File: src/rtl/maj_vote_monitor_if.sv
// Bus bundle for the majority voter: replicated channel samples in, voted word
// plus per-channel health status out.
interface maj_vote_monitor_if #(
  parameter int WIDTH = 8,
  parameter int NCH   = 3,
  parameter int CNT_W = 8
);
  logic                   in_valid;
  logic [NCH*WIDTH-1:0]   in_data;
  logic                   clr_fault;
  logic                   out_valid;
  logic [WIDTH-1:0]       out_data;
  logic [NCH-1:0]         disagree;
  logic [NCH-1:0]         fault;
  logic [NCH*CNT_W-1:0]   err_cnt;

  modport master (
    output in_valid, in_data, clr_fault,
    input  out_valid, out_data, disagree, fault, err_cnt
  );

  modport slave (
    input  in_valid, in_data, clr_fault,
    output out_valid, out_data, disagree, fault, err_cnt
  );
endinterface

File: src/rtl/maj_vote_monitor.sv
// Registered N-channel bitwise majority voter with per-channel mismatch
// counting, consecutive-disagreement tracking and sticky fault flags.
module maj_vote_monitor #(
  parameter int WIDTH    = 8,
  parameter int NCH      = 3,
  parameter int FAULT_TH = 4,
  parameter int CNT_W    = 8
) (
  input  logic              clk,
  input  logic              rst_n,
  maj_vote_monitor_if.slave bus
);

  localparam int VCW   = $clog2(NCH + 1);
  localparam int RUN_W = $clog2(FAULT_TH + 1);
  localparam logic [VCW-1:0]   MAJ_TH = VCW'((NCH + 1) / 2);
  localparam logic [RUN_W-1:0] RUN_TH = RUN_W'(FAULT_TH);

  typedef enum logic [1:0] {
    ST_OK      = 2'd0,
    ST_SUSPECT = 2'd1,
    ST_FAULT   = 2'd2
  } state_t;

  function automatic logic [WIDTH-1:0] vote_word(input logic [NCH*WIDTH-1:0] data);
    logic [VCW-1:0] ones;
    vote_word = {WIDTH{1'b0}};
    for (int b = 0; b < WIDTH; b++) begin
      ones = {VCW{1'b0}};
      for (int c = 0; c < NCH; c++) begin
        ones = ones + VCW'(data[c*WIDTH + b]);
      end
      vote_word[b] = (ones >= MAJ_TH);
    end
  endfunction

  logic [WIDTH-1:0] vote_s;
  logic [NCH-1:0]   mismatch_s;
  logic             out_valid_r;
  logic [WIDTH-1:0] out_data_r;

  // Vote on the current sample and flag every channel that differs from it.
  always_comb begin
    vote_s     = vote_word(bus.in_data);
    mismatch_s = {NCH{1'b0}};
    for (int c = 0; c < NCH; c++) begin
      mismatch_s[c] = (bus.in_data[c*WIDTH +: WIDTH] != vote_s);
    end
  end

  // Output word register; holds its value across idle cycles.
  always_ff @(posedge clk or negedge rst_n) begin
    if (!rst_n) begin
      out_valid_r <= 1'b0;
      out_data_r  <= {WIDTH{1'b0}};
    end else begin
      out_valid_r <= bus.in_valid;
      if (bus.in_valid) begin
        out_data_r <= vote_s;
      end
    end
  end

  assign bus.out_valid = out_valid_r;
  assign bus.out_data  = out_data_r;

  for (genvar c = 0; c < NCH; c++) begin : g_ch
    state_t            state_r;
    logic [RUN_W-1:0]  run_r;
    logic [RUN_W-1:0]  run_inc_s;
    logic              fault_r;
    logic              disagree_r;
    logic [CNT_W-1:0]  err_cnt_r;

    // Saturating next value of the consecutive-mismatch run.
    always_comb begin
      if (run_r == RUN_TH) begin
        run_inc_s = run_r;
      end else begin
        run_inc_s = run_r + RUN_W'(1);
      end
    end

    // Channel health FSM; clr_fault overrides the data-driven transition.
    always_ff @(posedge clk or negedge rst_n) begin
      if (!rst_n) begin
        state_r    <= ST_OK;
        run_r      <= {RUN_W{1'b0}};
        fault_r    <= 1'b0;
        disagree_r <= 1'b0;
        err_cnt_r  <= {CNT_W{1'b0}};
      end else begin
        if (bus.in_valid) begin
          disagree_r <= mismatch_s[c];
          if (mismatch_s[c] && (err_cnt_r != {CNT_W{1'b1}})) begin
            err_cnt_r <= err_cnt_r + CNT_W'(1);
          end
        end
        if (bus.clr_fault) begin
          state_r <= ST_OK;
          run_r   <= {RUN_W{1'b0}};
          fault_r <= 1'b0;
        end else if (bus.in_valid) begin
          run_r <= mismatch_s[c] ? run_inc_s : {RUN_W{1'b0}};
          case (state_r)
            ST_OK, ST_SUSPECT: begin
              if (!mismatch_s[c]) begin
                state_r <= ST_OK;
              end else if (run_inc_s == RUN_TH) begin
                state_r <= ST_FAULT;
                fault_r <= 1'b1;
              end else begin
                state_r <= ST_SUSPECT;
              end
            end
            ST_FAULT: begin
              state_r <= ST_FAULT;
              fault_r <= 1'b1;
            end
            default: begin
              state_r <= ST_OK;
              fault_r <= 1'b0;
            end
          endcase
        end
      end
    end

    assign bus.disagree[c]                = disagree_r;
    assign bus.fault[c]                   = fault_r;
    assign bus.err_cnt[c*CNT_W +: CNT_W]  = err_cnt_r;
  end

endmodule
File: src/flat_wrapper.sv
// flat-port wrapper written by rule: the top's interface ports become plain ports
module maj_vote_monitor_flat 
#(
  parameter int WIDTH    = 8,
  parameter int NCH      = 3,
  parameter int FAULT_TH = 4,
  parameter int CNT_W    = 8
)
  (clk, rst_n, bus_in_valid, bus_in_data, bus_clr_fault, bus_out_valid, bus_out_data, bus_disagree, bus_fault, bus_err_cnt);
  maj_vote_monitor_if #(.WIDTH(WIDTH), .NCH(NCH), .CNT_W(CNT_W)) bus_i ();
  input  logic clk;
  input  logic rst_n;
  input wire logic [$bits(bus_i.in_valid)-1:0] bus_in_valid;
  input wire logic [$bits(bus_i.in_data)-1:0] bus_in_data;
  input wire logic [$bits(bus_i.clr_fault)-1:0] bus_clr_fault;
  output wire logic [$bits(bus_i.out_valid)-1:0] bus_out_valid;
  output wire logic [$bits(bus_i.out_data)-1:0] bus_out_data;
  output wire logic [$bits(bus_i.disagree)-1:0] bus_disagree;
  output wire logic [$bits(bus_i.fault)-1:0] bus_fault;
  output wire logic [$bits(bus_i.err_cnt)-1:0] bus_err_cnt;
  assign bus_i.in_valid = bus_in_valid;
  assign bus_i.in_data = bus_in_data;
  assign bus_i.clr_fault = bus_clr_fault;
  assign bus_out_valid = bus_i.out_valid;
  assign bus_out_data = bus_i.out_data;
  assign bus_disagree = bus_i.disagree;
  assign bus_fault = bus_i.fault;
  assign bus_err_cnt = bus_i.err_cnt;
  maj_vote_monitor #(.WIDTH(WIDTH), .NCH(NCH), .FAULT_TH(FAULT_TH), .CNT_W(CNT_W)) u_core (.clk(clk), .rst_n(rst_n), .bus(bus_i));
endmodule
File: config.mk
export PLATFORM = sky130hd
export DESIGN_NAME = maj_vote_monitor_flat
export DESIGN_NICKNAME = d
export VERILOG_FILES = /design/src/rtl/maj_vote_monitor_if.sv /design/src/rtl/maj_vote_monitor.sv /design/src/flat_wrapper.sv
export SDC_FILE = /design/constraint.sdc
export NUM_CORES = 1
export LEC_CHECK = 0
export CAP_MARGIN = 10
export CORE_ASPECT_RATIO = 1.4
export CORE_MARGIN = 5
export CORE_UTILIZATION = 25
export CTS_BUF_LIST = sky130_fd_sc_hd__clkbuf_4 sky130_fd_sc_hd__clkbuf_8 sky130_fd_sc_hd__clkbuf_16
export CTS_CLUSTER_DIAMETER = 150
export DETAILED_ROUTE_END_ITERATION = 7
export GPL_ROUTABILITY_DRIVEN = 0
export GPL_TIMING_DRIVEN = 0
export HOLD_SLACK_MARGIN = 0.15
export PLACE_DENSITY = 0.51
export SLEW_MARGIN = 30
export SYNTH_ARGS = -nofsm -noshare
export SYNTH_HDL_FRONTEND = slang
export SYNTH_SLANG_ARGS = --single-unit
File: constraint.sdc
create_clock -name clk -period 3 [get_ports clk]
set_clock_uncertainty 0.05 [all_clocks]
set_input_delay 0.9 -clock clk [delete_from_list [all_inputs] [get_ports clk]]
set_output_delay 0.9 -clock clk [all_outputs]
set_load 0.02 [all_outputs]
# Word-level counts from Yosys, hierarchy flattened
# Cells that the tools add are included.
[classes]
n_addsub = 22
n_mul = 0
n_div = 0
n_lt_le_gt_ge = 8
n_eq_ne = 24
shifts = 0
muxes = 42
n_bitwise = 0
reduce_logical = 16
[op_table]
columns = ["op", "count"]
rows = [
  ["3-bit 2-to-1 mux", 12],
  ["8-bit by 1-bit adder with 8-bit output, second input constant", 3],
  ["2-bit 2-to-1 mux", 12],
  ["8-bit inequality test", 3],
  ["8-bit inequality test, second input constant", 3],
  ["3-bit == test, second input constant", 6],
  ["3-bit by 2-bit inequality test with 1-bit output, second input constant", 6],
  ["1-bit by 1-bit adder with 2-bit output", 8],
  ["2-bit by 1-bit adder with 2-bit output", 8],
  ["2-bit >= comparator, second input constant", 8],
  ["1-bit 2-to-1 mux", 12],
  ["2-bit case mux with 2 select lines", 3],
  ["3-bit by 1-bit adder with 3-bit output, second input constant", 3],
  ["3-bit AND reduction", 3],
  ["2-bit by 1-bit == test with 1-bit output, second input constant", 3],
  ["2-bit == test, second input constant", 3],
  ["2-bit logical NOT", 3],
  ["1-bit case mux with 2 select lines", 3],
  ["2-bit AND reduction", 3],
  ["2-bit OR reduction", 3],
  ["1-bit logical AND", 3],
  ["2-bit nonzero test", 1],
]
[totals]
regBits = 54
latch_bits = 0
ramBits = 0
mem_bits_ro = 0
inputBits = 28
output_inout_bits = 39
memories = 0

# Logic depth before layout (Yosys ltp)
[logic_depth]
word_depth = 8
mapped_depth = 8
mapped_depth_nobuf = 8

# Worst setup path after synthesis
# Ideal clock, no wire load.
[synth_timing]
path_type = "input to register"
start = "input bus_in_data[5]"
end = "register u_core.g_ch[0].err_cnt_r[1]"
arrival_ns = 2.405
required_time_ns = 2.822
slack_ns = 0.418
stages = 7
path_buffers = 0
cell_sequence = "ha_1 a21oi_2 xnor2_1 nor4_2 nand2_2 nand3_1 mux2_1"
[synth_between]
elab_chain_len = 6
[synth_lines]
columns = ["element", "line_no", "text"]
rows = [
  ["start: declaration", "flat_wrapper.sv:14", "input wire logic [$bits(bus_i.in_data)-1:0] bus_in_data;"],
  ["1-bit by 1-bit adder with 2-bit output", "maj_vote_monitor.sv:31", "ones = ones + VCW'(data[c*WIDTH + b]);"],
  ["2-bit by 1-bit adder with 2-bit output", "maj_vote_monitor.sv:31", ""],
  ["2-bit >= comparator", "maj_vote_monitor.sv:33", "vote_word[b] = (ones >= MAJ_TH);"],
  ["8-bit inequality test *", "maj_vote_monitor.sv:47", "mismatch_s[c] = (bus.in_data[c*WIDTH +: WIDTH] != vote_s);"],
  ["1-bit logical AND *", "maj_vote_monitor.sv:95", "if (mismatch_s[c] && (err_cnt_r != {CNT_W{1'b1}})) begin"],
  ["2-bit AND reduction (no source line) *", "--", ""],
  ["end signal: assignment", "maj_vote_monitor.sv:91", "err_cnt_r <= {CNT_W{1'b0}};"],
  ["end signal: assignment", "maj_vote_monitor.sv:96", "err_cnt_r <= err_cnt_r + CNT_W'(1);"],
  ["end: declaration", "maj_vote_monitor.sv:73", "logic [CNT_W-1:0] err_cnt_r;"],
]
# Mark *: on every way between the ends. The rest lies on a longest branch, timed or not.
# A chain may end at the register's enable or synchronous reset.

# Final worst setup path
# Same ends and word-level chain as after synthesis.

==> summary.md <==
| Metric | Value |
|---|---|
| Tot Pwr | approximately 0.0028 W |
| Ports | 67 |
| Total global-route track usage | a little over a tenth |
| Worst r2r src | u_core.g_ch[2].run_r[0]$_DFFE_PN0P_ |
| CP max stage delay | around 0.45 ns |
| P_int | 0.00184 W |
| Routed len/inst | between 10 and 15 um |
| Area occupied by multi-input gates | around 1700 um^2 |
| TritonRoute pass-1 iters | 4 |
| R2R cell count | 7 |
| Worst-skew pair later-pin latency | roughly 0.29 ns |
| Outcome | finished clean |
| Combinational Power Share | a little under two fifths |
| Yosys warns | 0 |
| Setup violators final | 0 |
| FFs w/ async S/R, synth | 100% |
| Num CTS Buffers | 5 |
| Crit path depth | 8 |
| Fraction of layout cells with a size suffix above 1 | 11.7% |
| Syn Inst Count | 323 |
| Hold path startpoint | u_core.g_ch[2].state_r[0]$_DFFE_PN0P_ |
| CP Class | primary input to flip-flop |
| Part of the power in registers | between 30% and 40% |
| Worst Hold Class | flip-flop to flip-flop |
| CTS tree | built |
| Post-route ant nets | 0 |
| Fill cells | about 1300 |
| Placed cells | between 500 and 600 |
| Yosys reg bits | 54 |
| Sw Share | between 30% and 40% |
| Relative slew slack | ~61% |
| Critical path's slowest cell | clkdlybuf4s50_1 |
| Inserted Diodes | 0 |
| DP HPWL | ~6100 um |
| DR vias/cell | ~4.8 |
| Initial antenna violation count | 0 |
| CP required | 3.12 ns |
| Static Leakage | between 1.5 and 2 nW |
| Area leader, netlist | dfrtp_1 |
| Setup TNS | 0 ns |
| Critical Path Source Type | primary input |
| Routed Wire Length | roughly 8000 um |
| Starting Density | 25.4% |
| PwrDens | between 600 and 700 nW/um^2 |
| Final nets | ~450 |
| Worst hold path cell count | 2 |
| Remaining Overflow, GRT | 0 |
| Cell Area, Synth | about 3100 um^2 |
| Syn Area/Cell | 9.75 um^2 |
| Most frequent cell after synthesis | dfrtp_1 |
| Delay-heaviest family, CP | simple AND/OR/NAND/NOR gates |
| Flip-flop and latch area | roughly 1400 um^2 |
| Root Buffer | clkbuf_16 |
| Crit Path Max Fanout | 5 |
| Via Count | between 2000 and 3000 |
| Slew Viols, Final | 0 |
| P&R area growth vs syn | 35.5% |
| Fin Hold WS | around 0.44 ns |
| DRC | 0 |
| Core Rows | 48 |
| Main flop type after synthesis | dfrtp_1 |
| Final hold vios | 0 |
| Final min period | approximately 2.9 ns |
| Die area | about 15000 um^2 |
| Endpoint type of the worst setup path | flip-flop |
| Most frequent cells after synthesis | dfrtp_1, xnor2_1, nor2_1, nand2_1, a21oi_1 |
| Die width | 105 um |
| Max frequency | roughly 0.34 GHz |
| TritonCTS Sinks | 54 |
| Maxcap violations | 0 |
| Starting DRT DRC Count | between 150 and 200 |
| Max IR drop VDD | around 0.00022 V |
| H-tree Lvls | 2 |
| Clock transition at path regs | around 0.070 ns |
| PortBufs | 65 |
| Die H | approximately 140 um |
| Switch Pwr | approximately 0.00096 W |
| Clock power frac | between 20% and 30% |
| Worst Path Arrival | a little over 3 ns |
| Synth Net Count | roughly 370 |
| WP buf/inv | 1 |
| Clock tree buffer depth | 2 |
| Tcrit/Tclk final | between 90 and 100% |
| Top cell type's share of synthesized area | a little over two fifths |
| Worst-margin pin slew | ~0.59 ns |
| Top cells by area, synth | dfrtp_1, xnor2_1, ha_1, a21oi_1, nor2_1 |
| Core area | ~12000 um^2 |
| Global-route wire length before repair | 13300 um |
| Vias in the first global route | 2742 |
| Largest net degree at the start of global routing | 30 |
| Synth unique cells | between 40 and 50 |
| EDFF count, synth | 0 |
| CP startpoint | bus_in_data[5] |
| Crit-path cells | clkdlybuf4s50_1, ha_1, a21oi_2, xnor2_1, nor4_2, nand2_2, nand3_1, mux2_1 |
| Register area share after synthesis | 42.9% |
| Final Non-Filler Cells | approximately 550 |
-- worst register-to-register path: stages (launching register included) --
cell and delay [ns]:
dfrtp_1 0.44, inv_1 0.07, ha_1 0.25, nor2_1 0.10
mux2i_1 0.08, a211oi_1 0.43, o211ai_1 0.15, a221oi_1 0.29
-- layer usage --
metal | track usage [%] | part of all wire, %
met2 | 20.1 | 54
met5 | 0 | 0
met3 | 1.45 | 2.9
met1 | 12.3 | 42
met4 | 3.97 | 1.8
-- power by group through the flow --
stage	Combinational (W)	Clock (W)	Sequential, W
after floorplan	0.000409	0	0.00124
after global placement	0.00103	0	0.00110
after detailed placement	0.00105	0	0.00110
after CTS	0.00106	0.000687	0.00109
after global routing	0.00114	0.000712	0.00112
final	0.00105	0.000666	0.00108
-- layout by cell type (no fill, tap or decap), drive strengths merged, types with 5 or more instances in the layout --
master         synthesis  final
a211oi                 6      6
clkbuf                 8     14
a31oi                  8      8
nand4                  8      8
ha                    17     17
nor3b                  8      8
clkdlybuf4s50          0     64
nand3                 17     17
nand2                 26     26
xnor2                 33     33
dfrtp                 54     54
nor2b                 11     11
nor2                  26     26
nor4                   5      5
a21oi                 31     31
o21ai                  8      8
buf                    9     16
inv                   11     11
and3                  10     10
-- cells by family after synthesis --
logic type                 after synthesis  synth area share [%]
adders and majority gates               17                  6.76
muxes                                    5                  1.87
buffers and inverters                   28                  4.37
xor gates and xnor gates                34                  9.46
DFF                                     54                  42.9
AOI/OAI and AO/OA                       65                  14.3
and+or+nand+nor                        120                  20.3
-- area by class of cell --
cell class,count,share of cell area [%]
multi-input combinational,241,40.1
inverter,11,0.968
buffer,17,2.35
clock buffer,6,3.11
tap,150,4.40
clock inverter,2,0.880
sequential,54,31.7
timing repair buffer,71,16.5
-- repair_timing --
item | in CTS | in global routing
setup buffers | 1 | 4
endpoints found under the setup margin | 6 | 9
gates resized for setup | 2 | 8
hold endpoints to repair | 0 | 0
pin swaps | 1 | 5
hold buffers | 0 | 0
-- flip-flops by register name, summed over array words and instances (netlist names) --
name and flops:
u_core.g_ch.run_r 9, u_core.bus.out_data 8, u_core.g_ch.err_cnt_r 24, u_core.g_ch.state_r 6, u_core.bus.out_valid 1, u_core.g_ch.disagree_r 3
u_core.g_ch.fault_r 3
-- path summary, 6_finish.rpt --
path | endpoint | slack [ns]
setup / recovery | u_core.g_ch[0].err_cnt_r[1]$_DFFE_PN0P_ | 0.09
hold / removal | u_core.g_ch[2].state_r[0]$_DFFE_PN0P_ | 0.44
setup reg to reg | u_core.g_ch[2].fault_r$_DFFE_PN0P_ | 1.07
hold reg to reg | u_core.g_ch[2].state_r[0]$_DFFE_PN0P_ | 0.44
max in group asynchronous | u_core.g_ch[1].run_r[0]$_DFFE_PN0P_ | 1.95
min in group asynchronous | u_core.g_ch[0].err_cnt_r[1]$_DFFE_PN0P_ | 0.47
-- through the flow --
stage	utilization, %	worst slack (ns)	cell area (um^2)
finish	34.5	0.0865	4260
global route	34.5	-0.00707	4260
CTS	33.9	0.00653	4190
detailed placement	32.4	-0.387	4000
global placement	32.2	-0.850	3990
floorplan	-	0.418	3150
Note: power is estimated with default switching activity, not from simulation.
